==> src/rtl/fiber_arb_pkg.sv <==
// Shared types and sizing helpers for the fiber SRAM arbiter and its return FIFO.
package fiber_arb_pkg;

  localparam int unsigned DEF_DATA_W = 64;
  localparam int unsigned DEF_ADDR_W = 9;

  typedef enum logic [1:0] {
    GRANT_NONE = 2'd0,
    GRANT_WR   = 2'd1,
    GRANT_RD   = 2'd2
  } grant_t;

  // Occupancy counter width able to hold 0..depth inclusive.
  function automatic int unsigned cnt_width(input int unsigned depth);
    return $clog2(depth + 1);
  endfunction

endpackage

==> src/rtl/fiber_ret_fifo.sv <==
// Small synchronous FIFO for returned SRAM read words; honours clk_en and flush.
module fiber_ret_fifo
  import fiber_arb_pkg::*;
#(
  parameter int unsigned DATA_W = DEF_DATA_W,
  parameter int unsigned DEPTH  = 2
) (
  input  logic                        clk,
  input  logic                        rst_n,
  input  logic                        clk_en_i,
  input  logic                        flush_i,
  input  logic                        push_i,
  input  logic [DATA_W-1:0]           push_data_i,
  input  logic                        pop_i,
  output logic [DATA_W-1:0]           head_o,
  output logic [cnt_width(DEPTH)-1:0] count_o
);

  localparam int unsigned PTR_W = (DEPTH > 1) ? $clog2(DEPTH) : 1;
  localparam int unsigned CNT_W = cnt_width(DEPTH);

  logic [DATA_W-1:0] mem_q [DEPTH];
  logic [PTR_W-1:0]  wptr_q;
  logic [PTR_W-1:0]  rptr_q;
  logic [CNT_W-1:0]  cnt_q;
  logic [CNT_W-1:0]  cnt_d;
  logic              do_push;
  logic              do_pop;

  // A push into a full FIFO is only accepted when a pop frees a slot the same cycle.
  assign do_pop  = pop_i && (cnt_q != '0);
  assign do_push = push_i && ((cnt_q != CNT_W'(DEPTH)) || do_pop);

  always_comb begin
    cnt_d = cnt_q;
    if (do_push && !do_pop) begin
      cnt_d = cnt_q + CNT_W'(1);
    end else if (do_pop && !do_push) begin
      cnt_d = cnt_q - CNT_W'(1);
    end
  end

  always_ff @(posedge clk or negedge rst_n) begin
    if (!rst_n) begin
      wptr_q <= '0;
      rptr_q <= '0;
      cnt_q  <= '0;
      for (int unsigned i = 0; i < DEPTH; i++) begin
        mem_q[i] <= '0;
      end
    end else if (clk_en_i) begin
      if (flush_i) begin
        wptr_q <= '0;
        rptr_q <= '0;
        cnt_q  <= '0;
      end else begin
        if (do_push) begin
          mem_q[wptr_q] <= push_data_i;
          wptr_q        <= wptr_q + PTR_W'(1);
        end
        if (do_pop) begin
          rptr_q <= rptr_q + PTR_W'(1);
        end
        cnt_q <= cnt_d;
      end
    end
  end

  assign head_o  = mem_q[rptr_q];
  assign count_o = cnt_q;

endmodule

==> src/rtl/fiber_sram_arbiter.sv <==
// Single-port SRAM arbiter between write and read scanners with a credit-checked read return buffer.
// Define FIBER_ARB_WR_PRIORITY_EN for strict write priority instead of round-robin.
module fiber_sram_arbiter
  import fiber_arb_pkg::*;
#(
  parameter int unsigned DATA_W    = DEF_DATA_W,
  parameter int unsigned ADDR_W    = DEF_ADDR_W,
  parameter int unsigned RET_DEPTH = 2
) (
  input  logic              clk,
  input  logic              rst_n,
  input  logic              clk_en,
  input  logic              flush,
  input  logic [ADDR_W-1:0] wr_addr,
  input  logic [DATA_W-1:0] wr_data,
  input  logic              wr_valid,
  output logic              wr_ready,
  input  logic [ADDR_W-1:0] rd_addr,
  input  logic              rd_valid,
  output logic              rd_ready,
  output logic [DATA_W-1:0] rd_data,
  output logic              rd_data_valid,
  input  logic              rd_data_ready,
  input  logic [DATA_W-1:0] data_from_mem,
  output logic [ADDR_W-1:0] addr_to_mem,
  output logic [DATA_W-1:0] data_to_mem,
  output logic              wen_to_mem,
  output logic              ren_to_mem
);

  localparam int unsigned CNT_W = cnt_width(RET_DEPTH);
  localparam int unsigned SUM_W = CNT_W + 1;

  grant_t            grant_c;
  logic              live_c;
  logic              credit_ok_c;
  logic              wr_ok_c;
  logic              rd_ok_c;
  logic              inflight_q;
  logic              inflight_d;
  logic [CNT_W-1:0]  ret_cnt;
  logic [DATA_W-1:0] ret_head;
  logic              ret_valid;
  logic              ret_pop;

  // Requests are only eligible out of reset, with the clock enabled and no flush pending.
  assign live_c      = rst_n && clk_en && !flush;
  assign credit_ok_c = (SUM_W'(ret_cnt) + SUM_W'(inflight_q)) < SUM_W'(RET_DEPTH);
  assign wr_ok_c     = wr_valid && live_c;
  assign rd_ok_c     = rd_valid && live_c && credit_ok_c;

`ifdef FIBER_ARB_WR_PRIORITY_EN
  always_comb begin
    grant_c = GRANT_NONE;
    if (wr_ok_c) begin
      grant_c = GRANT_WR;
    end else if (rd_ok_c) begin
      grant_c = GRANT_RD;
    end
  end
`else
  grant_t last_grant_q;
  grant_t last_grant_d;

  always_ff @(posedge clk or negedge rst_n) begin
    if (!rst_n) begin
      last_grant_q <= GRANT_RD;
    end else begin
      last_grant_q <= last_grant_d;
    end
  end

  // Round-robin only advances on cycles where both sides are actually eligible.
  always_comb begin
    grant_c      = GRANT_NONE;
    last_grant_d = last_grant_q;
    if (wr_ok_c && rd_ok_c) begin
      if (last_grant_q == GRANT_RD) begin
        grant_c = GRANT_WR;
      end else begin
        grant_c = GRANT_RD;
      end
      last_grant_d = grant_c;
    end else if (wr_ok_c) begin
      grant_c = GRANT_WR;
    end else if (rd_ok_c) begin
      grant_c = GRANT_RD;
    end
    if (clk_en && flush) begin
      last_grant_d = GRANT_RD;
    end
  end
`endif

  assign wr_ready   = (grant_c == GRANT_WR);
  assign rd_ready   = (grant_c == GRANT_RD);
  assign wen_to_mem = (grant_c == GRANT_WR);
  assign ren_to_mem = (grant_c == GRANT_RD);

  always_comb begin
    addr_to_mem = '0;
    data_to_mem = '0;
    if (grant_c == GRANT_WR) begin
      addr_to_mem = wr_addr;
      data_to_mem = wr_data;
    end else if (grant_c == GRANT_RD) begin
      addr_to_mem = rd_addr;
    end
  end

  // Marks that data_from_mem carries a granted read word; held while clk_en is low.
  always_comb begin
    inflight_d = inflight_q;
    if (clk_en) begin
      inflight_d = !flush && (grant_c == GRANT_RD);
    end
  end

  always_ff @(posedge clk or negedge rst_n) begin
    if (!rst_n) begin
      inflight_q <= 1'b0;
    end else begin
      inflight_q <= inflight_d;
    end
  end

  assign ret_pop = ret_valid && rd_data_ready;

  fiber_ret_fifo #(
    .DATA_W (DATA_W),
    .DEPTH  (RET_DEPTH)
  ) u_ret_fifo (
    .clk         (clk),
    .rst_n       (rst_n),
    .clk_en_i    (clk_en),
    .flush_i     (flush),
    .push_i      (inflight_q),
    .push_data_i (data_from_mem),
    .pop_i       (ret_pop),
    .head_o      (ret_head),
    .count_o     (ret_cnt)
  );

  assign ret_valid     = (ret_cnt != '0);
  assign rd_data_valid = ret_valid;
  assign rd_data       = ret_valid ? ret_head : '0;

endmodule

==> config.mk <==
export PLATFORM = sky130hd
export DESIGN_NAME = fiber_sram_arbiter
export DESIGN_NICKNAME = d
export VERILOG_FILES = /design/src/rtl/fiber_arb_pkg.sv /design/src/rtl/fiber_ret_fifo.sv /design/src/rtl/fiber_sram_arbiter.sv
export SDC_FILE = /design/constraint.sdc
export NUM_CORES = 1
export LEC_CHECK = 0
export ABC_AREA = 1
export BUFFER_PORTS_ARGS = -buffer_cell sky130_fd_sc_hd__clkbuf_2
export CAP_MARGIN = 40
export CORE_ASPECT_RATIO = 1.75
export CORE_UTILIZATION = 53
export CTS_CLUSTER_DIAMETER = 30
export DETAILED_ROUTE_END_ITERATION = 10
export PLACE_DENSITY = 0.87
export SYNTH_ARGS = -nofsm -noshare
export SYNTH_HDL_FRONTEND = slang
export SYNTH_SLANG_ARGS = --single-unit
==> constraint.sdc <==
create_clock -name clk -period 2 [get_ports clk]
set_input_delay 0.2 -clock clk [delete_from_list [all_inputs] [get_ports clk]]
set_output_delay 0.2 -clock clk [all_outputs]
set_load 0.005 [all_outputs]
# Yosys cells after proc, flatten, opt, wreduce, memory -nomap -nowiden
# Index checks and enable logic that the tools add are counted.
word_totals:
  input_bits: 153
  elab_cells: 73
  output_inout_bits: 142
  regBits: 135
op_classes:
  n_eq_ne: 4
  muxes: 23
  n_bitwise: 3
  n_lt_le_gt_ge: 4
  reduce_logical: 27
  n_addsub: 5
op_table:
  columns: ["cell", "count"]
  rows:
  - ["$mux W64", 6]
  - ["$bwmux W128", 1]
  - ["$demux W64 S1", 1]
  - ["$mux W2", 9]
  - ["$mux W9", 2]
  - ["$logic_and A1 B1 Y1", 14]
  - ["$reduce_bool A2 Y1", 4]
  - ["$reduce_and A2 Y1", 3]
  - ["$eq A2 B2 Y1 const B", 2]
  - ["$ge A2 B2 Y1 const B", 2]
  - ["$mux W1", 4]
  - ["$not A1 Y2", 2]
  - ["$add A2 B1 Y3", 1]
  - ["$logic_not A1 Y1", 3]
  - ["$lt A3 B2 Y1 const B", 1]
  - ["$reduce_and A3 Y1", 1]
  - ["$reduce_bool A3 Y1", 1]
  - ["$add A1 B1 Y1 const B", 2]
  - ["$add A2 B1 Y2 const B", 1]
  - ["$eq A2 B1 Y1 const B", 1]
  - ["$lt A2 B1 Y1 const B", 1]
  - ["$ne A2 B2 Y1 const B", 1]
  - ["$sub A2 B1 Y2 const B", 1]
  - ["$logic_or A1 B1 Y1", 1]
  - ["$not A1 Y1", 1]

# Longest topological paths before layout
# Gate-level depths: netlist of run 1.
depth:
  ltp_word: 10
  depth_mapped: 9
  ltp_nobuf: 9

# Cells and area by module
# From an unflattened synthesis of run 1, not the netlist that was laid out.
unflattened:
  cells_unflattened: 1069
  area_unflattened_um2: 8328.0
modules_own_cells:
  columns: ["module", "seq_area_each_um2", "area_per_inst_um2", "cells_per_inst", "instances"]
  rows:
  - ["fiber_ret_fifo", 3303.2, 6368.6, 729, 1]
  - ["fiber_sram_arbiter", 76.3, 1959.4, 340, 1]

# Worst setup path before layout of run 1
# OpenSTA, ideal clock, no wires.
synth_timing:
  path_type: "reg-to-output"
  start: "reg u_ret_fifo.cnt_q[1], in the netlist u_ret_fifo.count_o[1]"
  end: "out wr_ready"
  path_slack_ns: 0.535
  required_ns: 1.800
  n_path_buf: 2
  arrival_time_ns: 1.265
  path_stages_with_launch: 9
  cell_sequence: "dfrtp_1 -> clkbuf_2 -> inv_1 -> nand3_1 -> inv_1 -> o21ai_0 -> nand2_1 -> clkinv_1 -> buf_4"
synth_via:
  elab_chain_len: 7
  elab_cells_between_ends: 8
  classes_between: "add/sub (1); order compare (1); eq/ne (1); mux (3); reduce/logical (2)"
synth_lines:
  columns: ["item", "line_no", "source"]
  rows:
  - ["from (decl)", "fiber_ret_fifo.sv:25", "logic [CNT_W-1:0] cnt_q;"]
  - ["from (signal assigned)", "fiber_ret_fifo.sv:64", "cnt_q <= cnt_d;"]
  - ["$add A2 B1 Y3 *", "fiber_sram_arbiter.sv:48", "assign credit_ok_c = (SUM_W'(ret_cnt) + SUM_W'(inflight_q)) < SUM_W'(RET_DEPTH);"]
  - ["$lt A3 B2 Y1 *", "fiber_sram_arbiter.sv:48", null]
  - ["$logic_and A1 B1 Y1 *", "fiber_sram_arbiter.sv:50", "assign rd_ok_c = rd_valid && live_c && credit_ok_c;"]
  - ["$mux W2", "fiber_sram_arbiter.sv:86", "end else if (rd_ok_c) begin"]
  - ["$mux W2", "fiber_sram_arbiter.sv:84", "end else if (wr_ok_c) begin"]
  - ["$mux W2 *", "fiber_sram_arbiter.sv:77", "if (wr_ok_c && rd_ok_c) begin"]
  - ["$eq A2 B1 Y1 *", null, null]
  - ["to (decl)", "fiber_sram_arbiter.sv:17", "output logic wr_ready,"]
# Every way passes the cells marked *; elsewhere a longest branch is shown, timed or not.

# Worst setup path after layout of run 1
layout_timing:
  start: "reg last_grant_q[1]"
  end: "out data_to_mem[12]"
layout_via:
  elab_chain_len: 5
layout_lines:
  columns: ["item", "line_no", "source"]
  rows:
  - ["from (decl)", "fiber_sram_arbiter.sv:62", "grant_t last_grant_q;"]
  - ["from (signal assigned)", "fiber_sram_arbiter.sv:69", "last_grant_q <= last_grant_d;"]
  - ["$eq A2 B2 Y1", "fiber_sram_arbiter.sv:78", "if (last_grant_q == GRANT_RD) begin"]
  - ["$mux W2", "fiber_sram_arbiter.sv:78", null]
  - ["$mux W2", "fiber_sram_arbiter.sv:77", null]
  - ["$eq A2 B1 Y1", "fiber_sram_arbiter.sv:103", "if (grant_c == GRANT_WR) begin"]
  - ["$mux W64", "fiber_sram_arbiter.sv:103", null]
  - ["to (decl)", "fiber_sram_arbiter.sv:26", "output logic [DATA_W-1:0] data_to_mem,"]
# No other way between the ends.

==> summary.txt, run 1 <==
STA
  – Minimum clock period: 2050 ps
  – Endpoints failing setup: 53
  – Worst slew pin tran: 731 ps
  – Setup WS post-layout: -52.4 ps
  – Clock skew: 11.9 ps
  – RSZ-0062 raised after global routing: yes
  – Smallest hold slack: 18.9 ps
  – Setup TNS: -1100 ps
  – Maximum clock frequency: 487 MHz
  – Slew Viols, Final: 0
  – Relative slew slack: 0.512
  – Final Hold Violating Endpoints: 0
  – Final Cycle Share: 1.03

Clock network
  – Worst-Skew Late Latency: 420 ps
  – Clk pin slew, worst setup/hold paths: 60 ps
  – CTS tree: yes
  – Cts bufs inserted: 17
  – Clk sink count: 135
  – CTS root buf: clkbuf_16
  – Worst-case clock buffer depth: 2
  – H-tree Lvls: 4

Drt
  – Initial drt markers: 440
  – Vias: 7148
  – Vias per std cell: 5.07
  – Total Wirelength: 23100 um
  – DR WL/cell: 16.4 um
  – Routed Antenna Nets: 0
  – Drt pass-1 iters: 6
  – DRC: 0

Outcome
  – Failing checks: setup timing
  – Status: finished with violations

Setup path
  – Crit Path Max Fanout: 7
  – Cell with the largest stage delay on the worst path: dfstp_2
  – Critical Path AT: 1850 ps
  – Worst r2r src: u_ret_fifo.count_o[1]$_DFFE_PN0P_
  – Worst-path cell chain: inv_2 > o21ai_4 > nand2_4 > clkbuf_16 > nor2_4 > clkbuf_2
  – Worst R2R Setup Slack: 330 ps
  – RR Endpoint: u_ret_fifo.mem_q[35]$_DFFE_PN0P_
  – Setup crit start: last_grant_q[1]$_DFFE_PN1P_
  – Crit path to: data_to_mem[12]
  – Crit start category: register
  – Worst reg2reg path depth: 8
  – WP data required: 1800 ps
  – CP Capture Type: primary output
  – Setup CP Type: reg2out
  – CP peak stage delay: 540 ps

Floorplan
  – Initial Utilization: 0.542
  – Ports: 295
  – Site row count: 56
  – Core area: 13400 sq um
  – Die W: 90.4 um
  – Die Y: 157 um
  – DIE AREA: 14200 sq um

Synth
  – Yosys cell types: 24
  – Post-synthesis sequential area ratio: 0.466
  – Post-Syn Instances: 926
  – Biggest area consumer among synthesized cells: dfrtp_1
  – FF+latch count, synth: 135
  – Synthesized area per cell: 7.83 sq um
  – Main synth FF type: dfrtp_1
  – Mapped cell area: 7250 sq um
  – Syn_nets: 1079
  – Warnings from Yosys: 0
  – Post-synth EDFFs: 0
  – Synth top area share: 0.463
  – Synth async-reset ratio: 1.00
  – Synth top area cells: dfrtp_1 46%, nand2_1 16%, nor2_4 8.5%

Hold path
  – Hold Crit Class: in2reg
  – Hold wc startpoint: data_from_mem[41]
  – Worst hold stages: 3

Run
  – MaxCap Viol Count: 0

Pwr
  – Pleak: 5.36 nW
  – Maximum vdd drop: 1.03 mV
  – Final Power: 10.0 mW
  – Internal power: 6.52 mW
  – Psw: 3.50 mW
  – Power Density: 1020 nW/um^2
  – Combinational Power Share: 0.308
  – Power share of the clock group: 0.310
  – Seq pwr share: 0.382
  – Sw Share: 0.349

Finish
  – Most common cell after layout, fill and taps aside: nand2_1
  – Fillcell total: 1017
  – Most frequent cells in the layout: 300 x nand2_1, 279 x clkbuf_2, 134 x inv_1
  – Register area: 3380 sq um
  – Finished Core Util: 0.730
  – Area growth from synthesis to layout: 34.8%
  – Ratio of cells with drive above 1 in the final layout: 0.360
  – Layout net count: 1364
  – Non-Filler Instances: 1409
  – Multi-input logic area: 3030 sq um

Global routing
  – Initial antenna violation count: 17
  – First-pass GRT wire length: 34400 um
  – Global Route Usage Sum: 0.322
  – GRT overflow: 0
  – Largest net degree at the start of global routing: 136
  – Vias in the first global route: 6804

Placed design
  – Dpl hpwl: 16200 um
  – Dpl cells: 1353
  – Buffers on Ports: 294
  – GPL Wtd Cong: 0.876
-- stage by stage --
step	setup slack (ps)	instance area (sq um)
3_3_place_gp	204	8830
2_1_floorplan	535	7250
3_5_place_dp	168	8830
4_1_cts	-4.81	9470
5_1_grt	-94.6	9750
6_report	-52.4	9770
-- cell families (layout without fill, tap and decap cells) --
group / after synthesis / count (layout) / share of synthesized area
and+or+nand+nor: 390 / 391 / 0.265
buffers and inverters: 201 / 498 / 0.130
AOI/OAI and AO/OA: 199 / 199 / 0.138
DFF: 135 / 135 / 0.466
xor gates and xnor gates: 1 / 1 / 0.00121
other: 0 / 11 / 0
-- critical path, delay by kind of cell (launching register included) --
kind                   cells  cell delay [ps]
AO/OA/AOI/OAI              1              240
AND/OR/NAND/NOR            2              260
flip-flops                 1              540
buffers and inverters      3              400
-- Yosys cell counts, drive strengths merged (9+ instances only) --
cell,count
buf,46
o21ai,133
dfrtp,134
a21oi,65
clkbuf,13
nor2,76
inv,141
nand3,9
nand2,304
-- area by class of cell --
| class | instances | share of cell area |
|---|---|---|
| multi-input cells | 591 | 0.310 |
| clock buffers | 19 | 0.0463 |
| flip-flops and latches | 135 | 0.346 |
| diodes | 11 | 0.00282 |
| well taps | 174 | 0.0223 |
| inverters | 142 | 0.0554 |
| clock inverters | 13 | 0.0141 |
| repair buffers | 324 | 0.203 |
-- worst min path at each step --
stage | to | slack (ps)
after floorplan | inflight_q$_DFFE_PN0P_ | -100
after global placement | u_ret_fifo.wptr_q$_DFFE_PN0P_ | 380
after detailed placement | u_ret_fifo.wptr_q$_DFFE_PN0P_ | 390
after CTS | u_ret_fifo.mem_q[41]$_DFFE_PN0P_ | 7
after global routing | inflight_q$_DFFE_PN0P_ | 20
final | u_ret_fifo.mem_q[41]$_DFFE_PN0P_ | 20
-- power by group through the flow --
| stage | registers [mW] | logic [mW] | clock network, mW |
|---|---|---|---|
| after global placement | 3.80 | 2.89 | 0 |
| after global routing | 3.91 | 3.45 | 3.26 |
| final | 3.83 | 3.09 | 3.10 |
| after floorplan | 3.75 | 1.73 | 0 |
| after detailed placement | 3.84 | 2.96 | 0 |
| after CTS | 3.81 | 3.00 | 3.14 |
-- flip-flops by register name, indices dropped and copies added (netlist names) --
signal,cells
inflight_q,1
last_grant_q,2
u_ret_fifo.count_o,2
u_ret_fifo.mem_q,128
u_ret_fifo.rptr_q,1
u_ret_fifo.wptr_q,1
-- layer usage --
metal / share of wire / track usage / vias up
met5: 0.0041 / 0 / -
met4: 0.054 / 0.184 / 14
met3: 0.11 / 0.168 / 83
met2: 0.49 / 0.527 / 337
met1: 0.34 / 0.328 / 3299
li1: - / - / 3415
-- what timing repair did --
| item | CTS | global route |
|---|---|---|
| setup buffers | 0 | 4 |
| hold buffers | 1 | 0 |
| pin swaps | 0 | 4 |
| gates cloned | 1 | 7 |
| setup endpoints to repair | 75 | 100 |
| endpoints found under the hold margin | 134 | 0 |
| resized for setup | 5 | 45 |
No activity file was read; power rests on OpenSTA's default activity.
==> inputs of run 2 (changes only) <==
--- a/config.mk
+++ b/config.mk
@@ -13,6 +13,8 @@
 export CTS_CLUSTER_DIAMETER = 30
 export DETAILED_ROUTE_END_ITERATION = 10
 export PLACE_DENSITY = 0.87
+export REMOVE_ABC_BUFFERS = 1
+export SKIP_LAST_GASP = 1
 export SYNTH_ARGS = -nofsm -noshare
 export SYNTH_HDL_FRONTEND = slang
 export SYNTH_SLANG_ARGS = --single-unit
==> run 2 against run 1 <==
  * Die area unchanged
  * Highest routed layer unchanged
  * Cell area down 0.68%
  * Clock power up 9.4%
  * First-iteration DRC count up 17%
  * Hold slack better by 3.4 ps
  * Clock skew down 3.4 ps
  * Count of clock-buffer cells in the layout unchanged
  * Routed wire length down 0.57%
  * Critical endpoint is now data_to_mem[0]
  * Critical path type unchanged
  * Critical path depth unchanged
  * Sequential share of layout area up 0.24 points
  * Final cell count down 1.2%
  * The run still ends with setup timing left
==> summary.txt, run 2 (synthesis results as in run 1) <==
Clock network
  – Clk sink count: 135 (unchanged)
  – CTS root buf: clkbuf_16
  – Cts bufs inserted: 17 (unchanged)
  – Worst-Skew Late Latency: 410 ps (about the same)
  – H-tree Lvls: 4 (unchanged)
  – Worst-case clock buffer depth: 2 (unchanged)
  – Clk pin slew, worst setup/hold paths: 60 ps (about the same)
  – CTS tree: yes
  – Post-CTS repair timing setup buffer count: 0 (unchanged)

Drt
  – Vias: 7193 (+0.63%)
  – DRC: 0 (unchanged)
  – Routed Antenna Nets: 0 (unchanged)
  – Total Wirelength: 23000 um (-0.57%)
  – Drt pass-1 iters: 5 (-1)
  – Vias per std cell: 5.17 (+1.9%)
  – DR WL/cell: 16.5 um (+0.64%)
  – Initial drt markers: 516 (+17%)

Pwr
  – Psw: 3.39 mW (-3.0%)
  – Seq pwr share: 0.373 (-0.009)
  – Internal power: 6.84 mW (+5.0%)
  – Power Density: 1050 nW/um^2 (+2.9%)
  – Maximum vdd drop: 0.769 mV (-26%)
  – Power share of the clock group: 0.331 (+0.021)
  – Pleak: 5.35 nW (-0.16%)
  – Combinational Power Share: 0.295 (-0.013)
  – Sw Share: 0.331 (-0.0179)

Setup path
  – CP Buf/Inv Count: 3 (unchanged)
  – Cell with the largest stage delay on the worst path: dfstp_2
  – Critical Path AT: 1840 ps (about the same)
  – CP Capture Type: primary output
  – Worst reg2reg path depth: 9 (+1)
  – Critical Path Stages: 6 (unchanged)
  – Crit Path Max Fanout: 7 (unchanged)
  – WP data required: 1800 ps (about the same)
  – Setup CP Type: reg2out
  – CP peak stage delay: 530 ps (about the same)
  – Worst-path cell chain: inv_2 > o21ai_4 > nand2_4 > buf_16 > nor2_1 > buf_2
  – Worst path top cell family by delay: flip-flops
  – Crit start category: register

Placed design
  – GPL Wtd Cong: 0.828 (-5.5%)
  – Dpl hpwl: 15300 um (-5.5%)
  – Buffers on Ports: 294 (unchanged)
  – Worst slack, placed: 179 ps (+11.0 ps)

Floorplan
  – Initial Utilization: 0.542 (unchanged)
  – Ports: 295 (unchanged)
  – Die Y: 157 um (unchanged)
  – DIE AREA: 14200 sq um (unchanged)
  – Site row count: 56 (unchanged)
  – Core area: 13400 sq um (unchanged)
  – Die W: 90.4 um (unchanged)

Global routing
  – Largest net degree at the start of global routing: 136 (unchanged)
  – Initial antenna violation count: 3 (-14)
  – Vias in the first global route: 6501 (-4.5%)
  – First-pass GRT wire length: 33100 um (-3.8%)
  – GRT overflow: 0 (unchanged)
  – Global Route Usage Sum: 0.305 (-0.0171)

STA
  – Clock skew: 8.46 ps (-3.40 ps)
  – Relative slew slack: 0.512 (about the same)
  – Final Hold Violating Endpoints: 0 (unchanged)
  – Slew Viols, Final: 0 (unchanged)
  – Setup WS post-layout: -43.5 ps (+8.95 ps)
  – Maximum clock frequency: 489 MHz (+0.44%)
  – Final Cycle Share: 1.02 (-0.00448)
  – Smallest hold slack: 22.3 ps (+3.40 ps)
  – Endpoints failing setup: 17 (-68%)
  – Minimum clock period: 2040 ps (-8.95 ps)
  – RSZ-0062 raised after global routing: yes
  – Worst slew pin tran: 731 ps (-0.0358 ps)

Hold path
  – Worst hold stages: 3 (unchanged)
  – Hold Crit Class: in2reg

Finish
  – Most common cell after layout, fill and taps aside: nand2_1
  – Most flop-heavy register: u_ret_fifo.mem_q
  – Most frequent cells in the layout: 300 x nand2_1, 285 x clkbuf_2, 134 x inv_1
  – Largest register FFs: 128 (unchanged)
  – Layout net count: 1358 (-0.44%)
  – Area growth from synthesis to layout: 33.9%
  – Ratio of cells with drive above 1 in the final layout: 0.353 (-0.00779)

Outcome
  – Status: finished with violations
  – Failing checks: setup timing

Run
  – MaxCap Viol Count: 0 (unchanged)
## run 2: cell types whose count changed in the layout (fill, tap and decap cells not counted), sizes merged
cell / before / now
inv: 147 / 142
diode: 11 / 1
bufinv: 1 / 5
clkinvlp: 2 / 1
clkinv: 5 / 6
clkbuf: 302 / 309
buf: 40 / 27
## run 2: metrics by stage
| stage | std cells | total power, mW | cell area (sq um) | TNS, ps | utilization |
|---|---|---|---|---|---|
| after floorplan | 867 | 5.38 | 6840 | -362730 | - |
| after global placement | 1350 | 6.66 | 8800 | 0 | 0.657 |
| after global routing | 1391 | 10.8 | 9700 | -3050 | 0.725 |
| final | 1392 | 10.2 | 9710 | -204 | 0.725 |
| after CTS | 1383 | 10.2 | 9480 | -1.11 | 0.708 |
| after detailed placement | 1350 | 6.75 | 8800 | 0 | 0.657 |
## run 2: worst reg2reg max path, delay by kind of cell, from the launching register on
family / cells / cell delay [ps]
AOI/OAI and AO/OA: 1 / 120
and+or+nand+nor: 4 / 440
buffers and inverters: 4 / 570
DFF: 1 / 370
## run 2: area by class of cell
| type | instances | area (sq um) |
|---|---|---|
| diodes | 1 | 2.50 |
| clock buffers | 19 | 433 |
| clock inverters | 12 | 203 |
| fillers | 1040 | 3680 |
| inverters | 142 | 538 |
| multi-input cells | 591 | 3020 |
| flip-flops and latches | 135 | 3380 |
| well taps | 174 | 218 |
| repair buffers | 318 | 1910 |
## run 2: power by group through the flow
stage / Clock, mW / Sequential [mW] / Combinational [mW]
after floorplan: 0 / 3.83 / 1.55
after global placement: 0 / 3.80 / 2.86
after detailed placement: 0 / 3.84 / 2.91
after CTS: 3.43 / 3.80 / 2.96
after global routing: 3.52 / 3.89 / 3.37
final: 3.39 / 3.82 / 3.02
## run 2: final timing paths
kind | start | to | slack, ps
worst max-delay path | last_grant_q[1]$_DFFE_PN1P_ | data_to_mem[0] | -40
worst min-delay path | data_from_mem[50] | u_ret_fifo.mem_q[50]$_DFFE_PN0P_ | 20
worst max register to register | u_ret_fifo.count_o[0]$_DFFE_PN0P_ | u_ret_fifo.mem_q[66]$_DFFE_PN0P_ | 430
worst min register to register | u_ret_fifo.mem_q[101]$_DFFE_PN0P_ | u_ret_fifo.mem_q[101]$_DFFE_PN0P_ | 480
max in group asynchronous | rst_n | u_ret_fifo.mem_q[63]$_DFFE_PN0P_ | 940
min in group asynchronous | rst_n | u_ret_fifo.mem_q[122]$_DFFE_PN0P_ | 500
## run 2: timing repair
action	CTS	global route
hold endpoints to repair	134	0
endpoints found under the setup margin	75	88
cloned	1	8
gates resized for setup	5	26
hold buffers	1	0
pin swaps	0	2
## run 2: metal layers
metal / part of all wire / track usage
met1: 0.38 / 0.381
met2: 0.48 / 0.493
met3: 0.092 / 0.0879
met4: 0.043 / 0.130
met5: 0.00057 / 0
==> inputs of run 3 (changes only) <==
--- a/config.mk
+++ b/config.mk
@@ -13,6 +13,7 @@
 export CTS_CLUSTER_DIAMETER = 30
 export DETAILED_ROUTE_END_ITERATION = 10
 export PLACE_DENSITY = 0.87
+export RECOVER_POWER = 100
 export REMOVE_ABC_BUFFERS = 1
 export SKIP_LAST_GASP = 1
 export SYNTH_ARGS = -nofsm -noshare
==> run 3 against run 2 <==
  * The run still ends with setup timing left
  * Register-to-register slack worse by 290 ps
  * Non-clock buffer count stayed put
  * Cell area is 0.44% lower
  * Sequential share of layout area is 0.15 points higher
  * Die area stayed put
  * Global-route usage stayed put
  * Critical path type unchanged
  * Critical endpoint unchanged
==> summary.txt, run 3 (synthesis results as in run 1) <==
Pwr
  – Power Density: 1050 nW/um^2 (about the same)
  – Internal power: 6.81 mW (-0.46%)
  – Combinational Power Share: 0.292 (-0.003)
  – Seq pwr share: 0.375 (+0.002)
  – Sw Share: 0.331 (about the same)
  – Final Power: 10.2 mW (-0.44%)
  – Pleak: 5.33 nW (-0.33%)
  – Maximum vdd drop: 0.767 mV (-0.28%)
  – Psw: 3.38 mW (-0.39%)
  – Power share of the clock group: 0.333 (+0.002)

Hold path
  – Hold Crit Class: in2reg

STA
  – Slew Viols, Final: 0 (unchanged)
  – Setup TNS: -251 ps (-47.6 ps)
  – Final Cycle Share: 1.02 (+0.00139)
  – Final Hold Violating Endpoints: 0 (unchanged)
  – Minimum clock period: 2050 ps (+2.78 ps)
  – RSZ-0062 raised after global routing: yes
  – Endpoints failing setup: 23 (+6)
  – Worst slew pin tran: 1230 ps (+501 ps)
  – Setup WS post-layout: -46.2 ps (-2.78 ps)
  – Clock skew: 8.32 ps (-0.143 ps)
  – Maximum clock frequency: 489 MHz (-0.14%)
  – Relative slew slack: 0.178 (-0.334)

Clock network
  – Clk sink count: 135 (unchanged)
  – Cts bufs inserted: 17 (unchanged)
  – Worst-case clock buffer depth: 2 (unchanged)
  – CTS tree: yes
  – Post-CTS repair timing setup buffer count: 0 (unchanged)
  – CTS root buf: clkbuf_16
  – Worst-Skew Late Latency: 410 ps (about the same)
  – H-tree Lvls: 4 (unchanged)
  – Clk pin slew, worst setup/hold paths: 60 ps (about the same)

Finish
  – Largest register FFs: 128 (unchanged)
  – Finished Core Util: 0.722 (-0.00318)
  – Layout net count: 1358 (unchanged)
  – Area growth from synthesis to layout: 33.3%
  – Fillcell total: 1046 (+0.58%)
  – Ratio of cells with drive above 1 in the final layout: 0.348 (-0.00411)
  – Most flop-heavy register: u_ret_fifo.mem_q
  – Multi-input logic area: 3020 sq um (-0.17%)
  – Non-Filler Instances: 1392 (unchanged)
  – Most common cell after layout, fill and taps aside: nand2_1
  – Register area: 3380 sq um (unchanged)
  – Most frequent cells in the layout: 302 x nand2_1, 285 x clkbuf_2, 135 x inv_1

Setup path
  – CP peak stage delay: 540 ps (about the same)
  – Crit start category: register
  – WP data required: 1800 ps (about the same)
  – Worst-path cell chain: inv_2 > o21ai_4 > nand2_4 > buf_16 > nor2_1 > buf_2
  – Critical Path AT: 1850 ps (about the same)
  – Cell with the largest stage delay on the worst path: dfstp_2
  – Crit Path Max Fanout: 7 (unchanged)
  – Setup CP Type: reg2out
  – CP Capture Type: primary output

Global routing
  – Vias in the first global route: 6501 (unchanged)
  – Largest net degree at the start of global routing: 136 (unchanged)
  – First-pass GRT wire length: 33100 um (unchanged)
  – Global Route Usage Sum: 0.305 (unchanged)
  – Initial antenna violation count: 3 (unchanged)
  – GRT overflow: 0 (unchanged)

Floorplan
  – Core area: 13400 sq um (unchanged)
  – DIE AREA: 14200 sq um (unchanged)
  – Die Y: 157 um (unchanged)
  – Ports: 295 (unchanged)
  – Die W: 90.4 um (unchanged)
  – Site row count: 56 (unchanged)
  – Initial Utilization: 0.542 (unchanged)

Drt
  – WL met2: 11000 um (-0.14%)
  – DR WL/cell: 16.5 um (about the same)
  – Total Wirelength: 23000 um (about the same)
  – Top Layer Used: met5
  – DRC: 0 (unchanged)
  – Initial drt markers: 492 (-4.7%)
  – Vias: 7153 (-0.56%)
  – Met1 wire length: 9010 um (+2.7%)
  – DR WL met3: 1890 um (-10%)
  – Routed Antenna Nets: 0 (unchanged)
  – Vias per std cell: 5.14 (-0.56%)
  – Drt pass-1 iters: 5 (unchanged)

Placed design
  – Worst slack, placed: 179 ps (unchanged)
  – GPL Wtd Cong: 0.828 (unchanged)
  – Buffers on Ports: 294 (unchanged)
  – Dpl cells: 1350 (unchanged)
  – Dpl hpwl: 15300 um (unchanged)

Outcome
  – Status: finished with violations
  – Failing checks: setup timing

Run
  – MaxCap Viol Count: 0 (unchanged)
## run 3: area by class of cell
cell class | instances | share of cell area
tap | 174 | 0.0225
multi-input combinational | 591 | 0.312
antenna | 1 | 0.000259
sequential | 135 | 0.350
clock buffer | 19 | 0.0448
inverter | 142 | 0.0557
timing repair buffer | 318 | 0.194
clock inverter | 12 | 0.0210
## run 3: timing repair
item                                   CTS  global route
hold buffers                             1             0
endpoints found under the hold margin  134             0
gates resized for setup                  5            26
setup endpoints to repair               75            88
pin swaps                                0             2
cloned                                   1             8
## run 3: power by group through the flow
stage,sequential [mW],clock (mW),combinational [mW]
after floorplan,3.83,0,1.55
after global placement,3.80,0,2.86
after detailed placement,3.84,0,2.91
after CTS,3.80,3.43,2.96
after global routing,3.89,3.52,3.33
final,3.82,3.39,2.98
## run 3: worst paths after layout
path                                                   startpoint                                end  slack, ps  cells past startpoint
worst max-delay path                  last_grant_q[1]$_DFFE_PN1P_                     data_to_mem[0]        -50                      6
worst min-delay path                            data_from_mem[61]   u_ret_fifo.mem_q[61]$_DFFE_PN0P_         20                      3
worst max register to register  u_ret_fifo.count_o[1]$_DFFE_PN0P_   u_ret_fifo.mem_q[65]$_DFFE_PN0P_        140                      8
worst min register to register  u_ret_fifo.mem_q[101]$_DFFE_PN0P_  u_ret_fifo.mem_q[101]$_DFFE_PN0P_        480                      2
max in group asynchronous                                   rst_n   u_ret_fifo.mem_q[79]$_DFFE_PN0P_        420                      3
min in group asynchronous                                   rst_n  u_ret_fifo.mem_q[122]$_DFFE_PN0P_        730                      3
## run 3: critical path: cells and delay by family (launching register included)
kind,cells,cell delay [ps]
flops,1,540
compound gates,1,240
buf+inv,3,370
simple gates,2,280
## run 3: through the flow
step                cell area [sq um]  hold slack, ps
finish                           9660            23.4
global route                     9660            23.6
CTS                              9480            6.94
detailed placement               8800             384
global placement                 8800             377
floorplan                        6840           -95.6
## run 3: metal layers
metal,GRT usage,vias up
met1,0.381,3339
met4,0.130,2
li1,-,3382
met3,0.0879,74
met2,0.493,356
met5,0,-
